===== config.mk =====
export PLATFORM = sky130hd
export DESIGN_NAME = register_file4_staged
export DESIGN_NICKNAME = d
export VERILOG_FILES = /design/src/rtl/register_file4_pkg.sv /design/src/rtl/basicmux.sv /design/src/rtl/decoder2to4.sv /design/src/rtl/register_file4_staged_read_mux4.sv /design/src/rtl/register_file4_staged.sv
export SDC_FILE = /design/constraint.sdc
export NUM_CORES = 1
export LEC_CHECK = 0
export CORE_ASPECT_RATIO = 1.75
export CORE_UTILIZATION = 35
export CTS_BUF_LIST = sky130_fd_sc_hd__clkbuf_4 sky130_fd_sc_hd__clkbuf_8 sky130_fd_sc_hd__clkbuf_16
export CTS_CLUSTER_DIAMETER = 150
export DETAILED_ROUTE_END_ITERATION = 7
export GPL_TIMING_DRIVEN = 0
export PLACE_DENSITY_LB_ADDON = 0.25
export SYNTH_ARGS = -nofsm -noshare
export SYNTH_HDL_FRONTEND = slang
export SYNTH_SLANG_ARGS = --single-unit

===== constraint.sdc =====
create_clock -name clk -period 1.2 [get_ports clk]
set_input_delay 0.18 -clock clk [delete_from_list [all_inputs] [get_ports clk]]
set_output_delay 0.18 -clock clk [all_outputs]
set_load 0.1 [all_outputs]

===== src/rtl/register_file4_pkg.sv =====
`default_nettype none
// +--------------------------------------------------------------------------+
// | register_file4_pkg : shared sizes, FSM encoding and staging-tag layout   |
// | Rev 1.0                                                                  |
// +--------------------------------------------------------------------------+
package register_file4_pkg;

  localparam int ENTRIES  = 4;
  localparam int ADDRBITS = 2;

  typedef enum logic {
    ST_IDLE  = 1'b0,
    ST_CLEAR = 1'b1
  } state_t;

  // Leading fields of the staging record {valid, address, data}.
  typedef struct packed {
    logic                valid;
    logic [ADDRBITS-1:0] addr;
  } stage_tag_t;

endpackage
`default_nettype wire


===== src/rtl/basicmux.sv =====
`default_nettype none
// +--------------------------------------------------------------------------+
// | basicmux : single-bit 2:1 multiplexer                                    |
// | Rev 1.0                                                                  |
// +--------------------------------------------------------------------------+
module basicmux (
  input  logic i_a,
  input  logic i_b,
  input  logic i_sel,
  output logic o_y
);

  assign o_y = i_sel ? i_b : i_a;

endmodule
`default_nettype wire


===== src/rtl/decoder2to4.sv =====
`default_nettype none
// +--------------------------------------------------------------------------+
// | decoder2to4 : enable-gated 2-to-4 one-hot decoder                        |
// | Rev 1.0                                                                  |
// +--------------------------------------------------------------------------+
module decoder2to4 (
  input  logic       i_en,
  input  logic [1:0] i_addr,
  output logic [3:0] o_onehot
);

  assign o_onehot = i_en ? (4'b0001 << i_addr) : 4'b0000;

endmodule
`default_nettype wire


===== src/rtl/register_file4_staged_read_mux4.sv =====
`default_nettype none
// +--------------------------------------------------------------------------+
// | read_mux4 : 4:1 read mux, two-level basicmux tree per data bit           |
// | Rev 1.0                                                                  |
// +--------------------------------------------------------------------------+
module read_mux4 #(
  parameter int DATAWIDTH = 8
) (
  input  logic [DATAWIDTH-1:0] i_d0,
  input  logic [DATAWIDTH-1:0] i_d1,
  input  logic [DATAWIDTH-1:0] i_d2,
  input  logic [DATAWIDTH-1:0] i_d3,
  input  logic [1:0]           i_sel,
  output logic [DATAWIDTH-1:0] o_data
);

  genvar b;
  generate
    for (b = 0; b < DATAWIDTH; b++) begin : g_bit
      logic w_lo;
      logic w_hi;
      basicmux u_lo  (.i_a(i_d0[b]), .i_b(i_d1[b]), .i_sel(i_sel[0]), .o_y(w_lo));
      basicmux u_hi  (.i_a(i_d2[b]), .i_b(i_d3[b]), .i_sel(i_sel[0]), .o_y(w_hi));
      basicmux u_out (.i_a(w_lo),    .i_b(w_hi),    .i_sel(i_sel[1]), .o_y(o_data[b]));
    end
  endgenerate

endmodule
`default_nettype wire


===== src/rtl/register_file4_staged.sv =====
`default_nettype none
// +--------------------------------------------------------------------------+
// | register_file4_staged : 4-entry regfile, staged writes, 2 registered     |
// | read ports, clear sweep. Option macro: REGFILE_BYPASS_EN. Rev 1.0        |
// +--------------------------------------------------------------------------+
module register_file4_staged
  import register_file4_pkg::*;
#(
  parameter int                   DATAWIDTH   = 8,
  parameter logic [DATAWIDTH-1:0] RESET_VALUE = '0
) (
  input  logic                 clk,
  input  logic                 rst_n,
  input  logic                 i_write_valid,
  output logic                 o_write_ready,
  input  logic [ADDRBITS-1:0]  i_write_address,
  input  logic [DATAWIDTH-1:0] i_write_data,
  input  logic                 i_clear_request,
  output logic                 o_clear_busy,
  input  logic [ADDRBITS-1:0]  i_read_address_a,
  output logic [DATAWIDTH-1:0] o_read_data_a,
  input  logic [ADDRBITS-1:0]  i_read_address_b,
  output logic [DATAWIDTH-1:0] o_read_data_b
);

  typedef struct packed {
    stage_tag_t           tag;
    logic [DATAWIDTH-1:0] data;
  } stage_t;

  state_t               r_state;
  state_t               w_state_next;
  logic [ADDRBITS-1:0]  r_cnt;
  logic [ADDRBITS-1:0]  w_cnt_next;
  stage_t               r_stage;
  logic [DATAWIDTH-1:0] r_mem [ENTRIES];
  logic [ENTRIES-1:0]   w_we;
  logic                 w_accept;
  logic [DATAWIDTH-1:0] w_arr_a;
  logic [DATAWIDTH-1:0] w_arr_b;
  logic                 w_fwd_a;
  logic                 w_fwd_b;
  logic [DATAWIDTH-1:0] r_rd_a;
  logic [DATAWIDTH-1:0] r_rd_b;

  assign o_write_ready = (r_state == ST_IDLE) && !i_clear_request;
  assign w_accept      = i_write_valid && o_write_ready;
  assign o_clear_busy  = (r_state == ST_CLEAR);

  always_ff @(posedge clk or negedge rst_n) begin
    if (!rst_n) begin
      r_state <= ST_IDLE;
      r_cnt   <= '0;
    end else begin
      r_state <= w_state_next;
      r_cnt   <= w_cnt_next;
    end
  end

  always_comb begin
    w_state_next = r_state;
    w_cnt_next   = r_cnt;
    case (r_state)
      ST_IDLE: begin
        if (i_clear_request) begin
          w_state_next = ST_CLEAR;
          w_cnt_next   = '0;
        end
      end
      ST_CLEAR: begin
        w_cnt_next = r_cnt + 1'b1;
        if (r_cnt == ADDRBITS'(ENTRIES - 1)) begin
          w_state_next = ST_IDLE;
        end
      end
      default: w_state_next = ST_IDLE;
    endcase
  end

  always_ff @(posedge clk or negedge rst_n) begin
    if (!rst_n) begin
      r_stage <= '0;
    end else begin
      r_stage.tag.valid <= w_accept;
      if (w_accept) begin
        r_stage.tag.addr <= i_write_address;
        r_stage.data     <= i_write_data;
      end
    end
  end

  decoder2to4 u_dec (
    .i_en     (r_stage.tag.valid),
    .i_addr   (r_stage.tag.addr),
    .o_onehot (w_we)
  );

  // Staging is always empty while clearing, so commit and sweep never collide.
  always_ff @(posedge clk or negedge rst_n) begin
    if (!rst_n) begin
      for (int i = 0; i < ENTRIES; i++) r_mem[i] <= RESET_VALUE;
    end else begin
      for (int i = 0; i < ENTRIES; i++) begin
        if (w_we[i]) begin
          r_mem[i] <= r_stage.data;
        end else if ((r_state == ST_CLEAR) && (r_cnt == ADDRBITS'(i))) begin
          r_mem[i] <= RESET_VALUE;
        end
      end
    end
  end

  read_mux4 #(.DATAWIDTH(DATAWIDTH)) u_mux_a (
    .i_d0(r_mem[0]), .i_d1(r_mem[1]), .i_d2(r_mem[2]), .i_d3(r_mem[3]),
    .i_sel(i_read_address_a), .o_data(w_arr_a)
  );

  read_mux4 #(.DATAWIDTH(DATAWIDTH)) u_mux_b (
    .i_d0(r_mem[0]), .i_d1(r_mem[1]), .i_d2(r_mem[2]), .i_d3(r_mem[3]),
    .i_sel(i_read_address_b), .o_data(w_arr_b)
  );

`ifdef REGFILE_BYPASS_EN
  assign w_fwd_a = r_stage.tag.valid && (r_stage.tag.addr == i_read_address_a);
  assign w_fwd_b = r_stage.tag.valid && (r_stage.tag.addr == i_read_address_b);
`else
  assign w_fwd_a = 1'b0;
  assign w_fwd_b = 1'b0;
`endif

  always_ff @(posedge clk or negedge rst_n) begin
    if (!rst_n) begin
      r_rd_a <= RESET_VALUE;
      r_rd_b <= RESET_VALUE;
    end else begin
      r_rd_a <= w_fwd_a ? r_stage.data : w_arr_a;
      r_rd_b <= w_fwd_b ? r_stage.data : w_arr_b;
    end
  end

  assign o_read_data_a = r_rd_a;
  assign o_read_data_b = r_rd_b;

endmodule
`default_nettype wire


# [Word-level counts from Yosys, hierarchy flattened]
# Cells that the tools add are included.
[word_totals] in_bits=18 wordCells=92 output_inout_bits=18 ff_bits=62
[classes] muxes=62 n_reduce_logical=12 shift=1 eq_ne=4 n_bitwise=1 add_sub_neg=1
[op_table] operator="2-to-1 mux 8 bit" count=8
[op_table] operator="2-to-1 mux 1 bit" count=50
[op_table] operator="nonzero test 2 bit" count=4
[op_table] operator="logical AND 1 bit" count=6
[op_table] operator="== test 2 bit (second input constant)" count=2
[op_table] operator="2-to-1 mux 4 bit" count=1
[op_table] operator="case mux 2 bit (2 select lines)" count=1
[op_table] operator="left shift 1 x 2 -> 4 bit (first input constant)" count=1
[op_table] operator="adder 2 x 1 -> 2 bit (second input constant)" count=1
[op_table] operator="== test 2 x 1 -> 1 bit (second input constant)" count=1
[op_table] operator="logical NOT 2 bit" count=1
[op_table] operator="2-to-1 mux 2 bit" count=1
[op_table] operator="inequality test 2 bit (second input constant)" count=1
[op_table] operator="case mux 1 bit (2 select lines)" count=1
[op_table] operator="logical NOT 1 bit" count=1
[op_table] operator="inverter 1 bit" count=1

# [Logic depth before layout (Yosys ltp)]
# Gate-level depths: netlist (run 1).
[depth] word_depth=4 depth_mapped=4 ltp_nobuf=4

# [By module]
# From an unflattened synthesis (run 1), not the netlist that was laid out.
[hier_totals] hier_cells=211 hier_area_um2=3080.5
[modules_own_cells] mod="register_file4_staged" instances=1 area_each_um2=2322.2 cells_per_inst=159
[modules_own_cells] mod="basicmux" instances=48 area_each_um2=15.0 cells_per_inst=1
[modules_own_cells] mod="decoder2to4" instances=1 area_each_um2=37.5 cells_per_inst=4

# [Least setup slack after synthesis (run 1)]
# No wires, ideal clock.
[synth_timing] path_type="register -> register" start="register r_state, in the netlist o_clear_busy" end="register r_cnt[0]" period_less_slack_ps=2799 setup_time_ps=74 arrival_time_ps=2725 n_path_buf=1 path_slack_ps=-1599 stages_incl_launch_ff=4 path_cell_list="dfrtp_1 buf_2 nor2_1 mux2_2"
[synth_via] elab_chain_cells=2 elab_cells_between_ends=3 classes_between="eq/ne (1); mux (1); bitwise (1)"
[synth_lines] element="start, declared" line="register_file4_staged.sv:31" source="state_t r_state;"
[synth_lines] element="start signal, assigned" line="register_file4_staged.sv:55" source="r_state <= w_state_next;"
[synth_lines] element="inverter 1 bit"
[synth_lines] element="case mux 2 bit (2 select lines) or inequality test 2 bit (tied branches)"
[synth_lines] element="end signal, assigned" line="register_file4_staged.sv:56" source="r_cnt <= w_cnt_next;"
[synth_lines] element="end, declared" line="register_file4_staged.sv:33" source="logic [ADDRBITS-1:0] r_cnt;"
# Several ways; a longest one is shown, not always the timed one.
# A chain may end at the register's enable or synchronous reset.

# [Final worst setup path (run 1)]
[layout_timing] start="register r_state, in the netlist o_clear_busy" end="output port o_write_ready"
[layout_via] elab_chain_cells=2
[layout_lines] element="inverter 1 bit"
[layout_lines] element="logical AND 1 bit" line="register_file4_staged.sv:46" source="assign o_write_ready = (r_state == ST_IDLE) && !i_clear_request;"
[layout_lines] element="end, declared" line="register_file4_staged.sv:15" source="output logic o_write_ready,"
# No other way between the ends.

==> metrics.cfg, run 1 <==
[clock_tree]
cts-root-buf=clkbuf_16
clock_path_buffers=2
cts_htree_levels=3
cts_buffers=9
cts.clk_slew.worst_paths_ns=0.05
numClockSinks=62
clkLatencyLatePin_ns=0.33
cts_tree=done

[die]
num_rows=43
core_area_um2=7855
die_area_um2=8460
dieHeight_um=120.9
ioPinCount=36
die_x_um=69.96
start_util=0.3601

[final_layout]
layout-drive-gt1-share=0.5537
layout_common_cells=dfrtp_1 (58), buf_4 (30), mux2_2 (19)
nets=261
antenna_cells=0
area_delta_synth_final_pct=36.67
final_common_cell=dfrtp_1

[place]
detailedPlace.worstSlack_ns=-0.9428
gp_congestion=0.7338
dpl.hpwl_um=4157
numPortBuffers=31

[route]
ant_nets=0
wl_um=6556
avgViaCountPerCell=5.452
drt-initial-drc-count=55
drc=0
route.detailed.wl_per_inst_um=19.75
num_vias=1810
dr.pass1.iters=4

[synth]
ys_seq_elements=62
syn_area_per_cell_um2=15.72
synthesis.nets=202
synth.top_cells.by_area=dfrtp_1 (55%), mux2_2 (14%), mux4_2 (13%)
synth_cell_types=20
synth_top_area_cell=dfrtp_1
synthCells=180
netlist_area_um2=2829
ys.warnings.count=0
synth_top_area_frac=0.5484
ys_seq_area_frac=0.5484

[sta]
finalSetupViolCount=38
relSlewSlack=0.5454
rsz0062_at_grt=yes
max_freq_mhz=689.3
hold_ws_ns=0.3951
fin_crit_sh=1.209
drv_slew=0
tns_ns=-4.447
finalHoldViolCount=0
tightest_slew_ns=0.6819
timing.final.ws_setup_ns=-0.2508
min_period_ns=1.451
finClkSkew_ns=0.005200

[status]
status=complete, but fails checks
violations=setup timing

[job]
max-cap-violations=0

[grt]
grt-ovfl-total=0
grt_max_degree=39
grt_pass1_wl_um=10720
grtUsageTotal=0.1737
antenna_found_initial=0
grt_pass1_vias=1984

[power]
powerDensity_nw_per_um2=2510
power_mw=9.703
max-vdd-ir-drop_mv=1.149
p_leak_nw=1.812

[hold_path]
hp-class=input port to async pin

[worst_setup_path]
startpoint_type=flip-flop
worstPathMaxFanout=4
required_ns=1.02
worstPathArrival_ns=1.27
crit_path_end_kind=primary output
path_class=flip-flop to primary output

per-stage QoR:
step	cells	area, um2	utilization
final	332	3866	0.4922
after global routing	332	3866	0.4922
after CTS	327	3792	0.4828
after detailed placement	302	3314	0.4220
after global placement	301	3299	0.4200
after floorplan	180	2877	-
repair_timing:
| item | CTS | global route |
|---|---|---|
| hold endpoints to repair | 24 | 0 |
| hold buffers | 1 | 0 |
| buffers inserted | 10 | 5 |
| gates resized for setup | 156 | 17 |
| pin swaps | 11 | 4 |
| setup endpoints to repair | 62 | 47 |
routing by layer:
layer	routed length (um)	share of wire	GRT usage	up-vias
met1	2672	0.41	0.2044	939
li1	-	-	-	804
met3	191	0.029	0.03488	17
met5	0	0	0	-
met2	3499	0.53	0.2927	50
met4	193	0.029	0.09875	0
path summary, 6_finish.rpt:
path | from | to | slack [ns] | cells after the start
worst min-delay path | rst_n | o_read_data_a[1] | 0.40 | 2
worst max-delay path | o_clear_busy | o_write_ready | -0.25 | 3
worst min register to register | r_mem[4] | r_mem[4] | 0.53 | 1
worst max register to register | o_clear_busy | r_stage[8] | -0.21 | 3
min in group clk | i_write_data[0] | r_stage[0] | 0.46 | 2
max in group asynchronous | rst_n | o_clear_busy | 0.17 | 3
registers in the layout (all words and copies together) (netlist names):
signal and count:
r_stage 11, r_cnt 2, o_clear_busy 1, r_mem 32, o_read_data_b 8, o_read_data_a 8
final cells by class:
class | count | area, um2
fillers | 693 | 3989
flip-flops and latches | 62 | 1559
multi-input cells | 104 | 1385
repair buffers | 48 | 424.2
clock buffers | 13 | 274.0
well taps | 90 | 112.6
plain buffers | 11 | 92.59
inverters | 3 | 13.76
clock inverters | 1 | 5.005
cell usage after synthesis (all sizes together):
library cell and instances:
a21boi 24, a22o 1, a31o 8, and4 8, buf 10, clkbuf 1, dfrtp 62, ha 4
inv 3, mux2 35, mux2i 1, mux4 16, nand2 1, nand3 1, nand3b 2, nor2 1
nor3b 2
critical path, stage by stage (launching register included):
cell     delay (ns)
dfrtp_4        0.50
buf_8          0.13
nor2_4         0.12
buf_12         0.19
power by group:
group          leakage, nW  internal [mW]  switching (mW)
sequential           0.828           2.75           0.556
combinational        0.843           1.65            2.33
clock                0.141           1.56           0.861
cell families (layout without fill, tap and decap cells):
logic type,after synthesis,count (layout),share of synthesized area
flops,62,62,0.5484
mux,52,52,0.2702
compound gates,33,33,0.09155
simple gates,15,15,0.04821
buf+inv,14,76,0.02388
fa+ha+maj,4,4,0.01769
No activity file was read; power rests on OpenSTA's default activity.
==> inputs of run 2 (changes only) <==
- CORE_MARGIN: default -> 1.5
- CTS_CLUSTER_SIZE: default -> 12
==> run 2 against run 1 <==
Net effect: the run still ends with setup timing left; first-iteration DRC count is 64% higher; non-clock buffer count fell by 4; hold slack worse by 0.0082 ns; core utilization grew 0.49 points; via count barely moved; critical path depth is the same; combinational power up 5%; clock power is 5% higher; largest cell class unchanged.
==> metrics.cfg, run 2 (synthesis results as in run 1) <==
[status]
status=complete, but fails checks
violations=setup timing

[grt]
use_met2=0.2728  ; -0.01989
antenna_found_initial=0  ; unchanged
grt_pass1_vias=1883  ; -5.1%
grt-ovfl-total=0  ; unchanged
use_met1=0.2086  ; +0.004209
grtUsageTotal=0.1673  ; -0.006378
grt_busiest_layer=met2
grt_max_degree=63  ; +62%
grt_pass1_wl_um=10540  ; -1.7%
met3_usage=0.03309  ; -0.001799

[final_layout]
layout-drive-gt1-share=0.5917  ; +0.03795
fin_cells=330  ; -0.60%
final_common_cell=dfrtp_1
layout_common_cells=dfrtp_1 (57), buf_4 (25), mux2_4 (21)
final_util=0.4971  ; +0.004878
nets=257  ; -1.5%
top_regs=r_mem x32, r_stage x11
fillers=671  ; -3.2%
regMostFlops=r_mem
design_area_um2=3931  ; +1.7%
area_delta_synth_final_pct=38.97
largest_reg_flops=32  ; unchanged
antenna_cells=0  ; unchanged

[power]
internal_power_mw=6.173  ; +3.6%
power_mw=10.04  ; +3.5%
p_clk_frac=0.252  ; +0.002
power_frac_comb=0.415  ; +0.005
powerDensity_nw_per_um2=2555  ; +1.8%
p_switching_mw=3.870  ; +3.4%
switching_share=0.3853  ; -0.0005768
max-vdd-ir-drop_mv=1.164  ; +1.3%
p_leak_nw=1.831  ; +1.1%
power_frac_seq=0.333  ; -0.008

[worst_setup_path]
startpoint=o_clear_busy
max_stage_delay_ns=0.50  ; about the same
cp_cell_sequence=buf_8 -> nor2_4 -> buf_12
worstPathMaxFanout=4  ; unchanged
slowest_stage=dfrtp_4
startpoint_type=flip-flop
path_class=flip-flop to primary output
required_ns=1.02  ; about the same
worstReg2RegStart=o_clear_busy
worstPathArrival_ns=1.26  ; about the same
crit_path_end_kind=primary output

[route]
dr.pass1.iters=4  ; unchanged
drc=0  ; unchanged
num_vias=1811  ; +0.055%
drt-initial-drc-count=90  ; +64%
avgViaCountPerCell=5.488  ; +0.66%
route.detailed.wl_per_inst_um=20.25  ; +2.5%
wl_um=6682  ; +1.9%
ant_nets=0  ; unchanged

[place]
numPortBuffers=31  ; unchanged
gp_congestion=0.7385  ; +0.64%
dpl.hpwl_um=4082  ; -1.8%
dp.cells=301  ; -0.33%
placed_area_um2=3297  ; -0.53%
detailedPlace.worstSlack_ns=-0.9478  ; -0.004988 ns

[clock_tree]
numClockSinks=62  ; unchanged
cts_tree=done
cts_buffers=9  ; unchanged
cts-root-buf=clkbuf_16
clock_path_buffers=2  ; unchanged
cts.clk_slew.worst_paths_ns=0.05  ; about the same
clkLatencyLatePin_ns=0.33  ; about the same
cts_htree_levels=3  ; unchanged

[sta]
relSlewSlack=0.5349  ; -0.01046
tns_ns=-5.602  ; -1.155 ns
finalHoldViolCount=0  ; unchanged
rsz0062_at_grt=yes
finClkSkew_ns=0.005747  ; +0.0005474 ns
min_period_ns=1.437  ; -0.01339 ns
finalSetupViolCount=47  ; +24%
max_freq_mhz=695.7  ; +0.93%
tightest_slew_ns=0.6976  ; +0.01569 ns
fin_crit_sh=1.198  ; -0.01116
drv_slew=0  ; unchanged
timing.final.ws_setup_ns=-0.2374  ; +0.01339 ns
hold_ws_ns=0.3869  ; -0.008162 ns

[die]
num_rows=43  ; unchanged
die_area_um2=8652  ; +2.3%
die_x_um=70.96  ; +1.4%
start_util=0.3577  ; -0.002450
core_area_um2=7909  ; +0.69%
ioPinCount=36  ; unchanged
dieHeight_um=121.9  ; +0.83%

[hold_path]
hp-class=input port to async pin

[job]
max-cap-violations=0  ; unchanged

-- run 2: power by group through the flow --
stage | combinational, mW | sequential, mW | clock [mW]
floorplan | 1.39 | 4.24 | 0
global placement | 3.26 | 3.29 | 0
CTS | 3.84 | 3.33 | 2.57
global route | 4.34 | 3.44 | 2.65
finish | 4.17 | 3.34 | 2.53
detailed placement | 3.29 | 3.32 | 0
-- run 2: layer usage --
metal / vias to the layer above / wire length [um] / part of all wire
met5: - / 0 / 0
met4: 0 / 166 / 0.025
met3: 11 / 261 / 0.039
met2: 51 / 3481 / 0.52
met1: 949 / 2773 / 0.41
li1: 800 / - / -
-- run 2: timing repair --
item / 4_1_cts / 5_1_grt
hold buffers: 1 / 0
endpoints found under the hold margin: 62 / 0
resized for setup: 160 / 40
pin swaps: 12 / 11
cloned: 1 / 0
setup buffers: 7 / 4
endpoints found under the setup margin: 62 / 50
-- run 2: area by class of cell --
type / instances / area [um2] / share of cell area
buffer: 11 / 90.09 / 0.02292
timing repair buffer: 44 / 411.6 / 0.1047
sequential: 62 / 1560 / 0.3969
inverter: 3 / 13.76 / 0.003501
clock buffer: 16 / 296.5 / 0.07543
tap: 90 / 112.6 / 0.02864
multi-input combinational: 104 / 1446 / 0.3679
-- run 2: final timing paths --
path                                      end  slack [ns]  cells after the start
worst max-delay path            o_write_ready       -0.24                      3
worst min-delay path               r_stage[3]        0.39                      2
worst max register to register     r_stage[9]       -0.20                      3
worst min register to register       r_mem[4]        0.54                      1
max in group asynchronous          r_stage[9]        0.37                      2
min in group clk                   r_stage[6]        0.46                      2
-- run 2: critical path, delay by kind of cell, from the launching register on --
kind	cells	cell delay (ns)
buffers and inverters	2	0.32
flip-flops	1	0.50
AND/OR/NAND/NOR	1	0.11
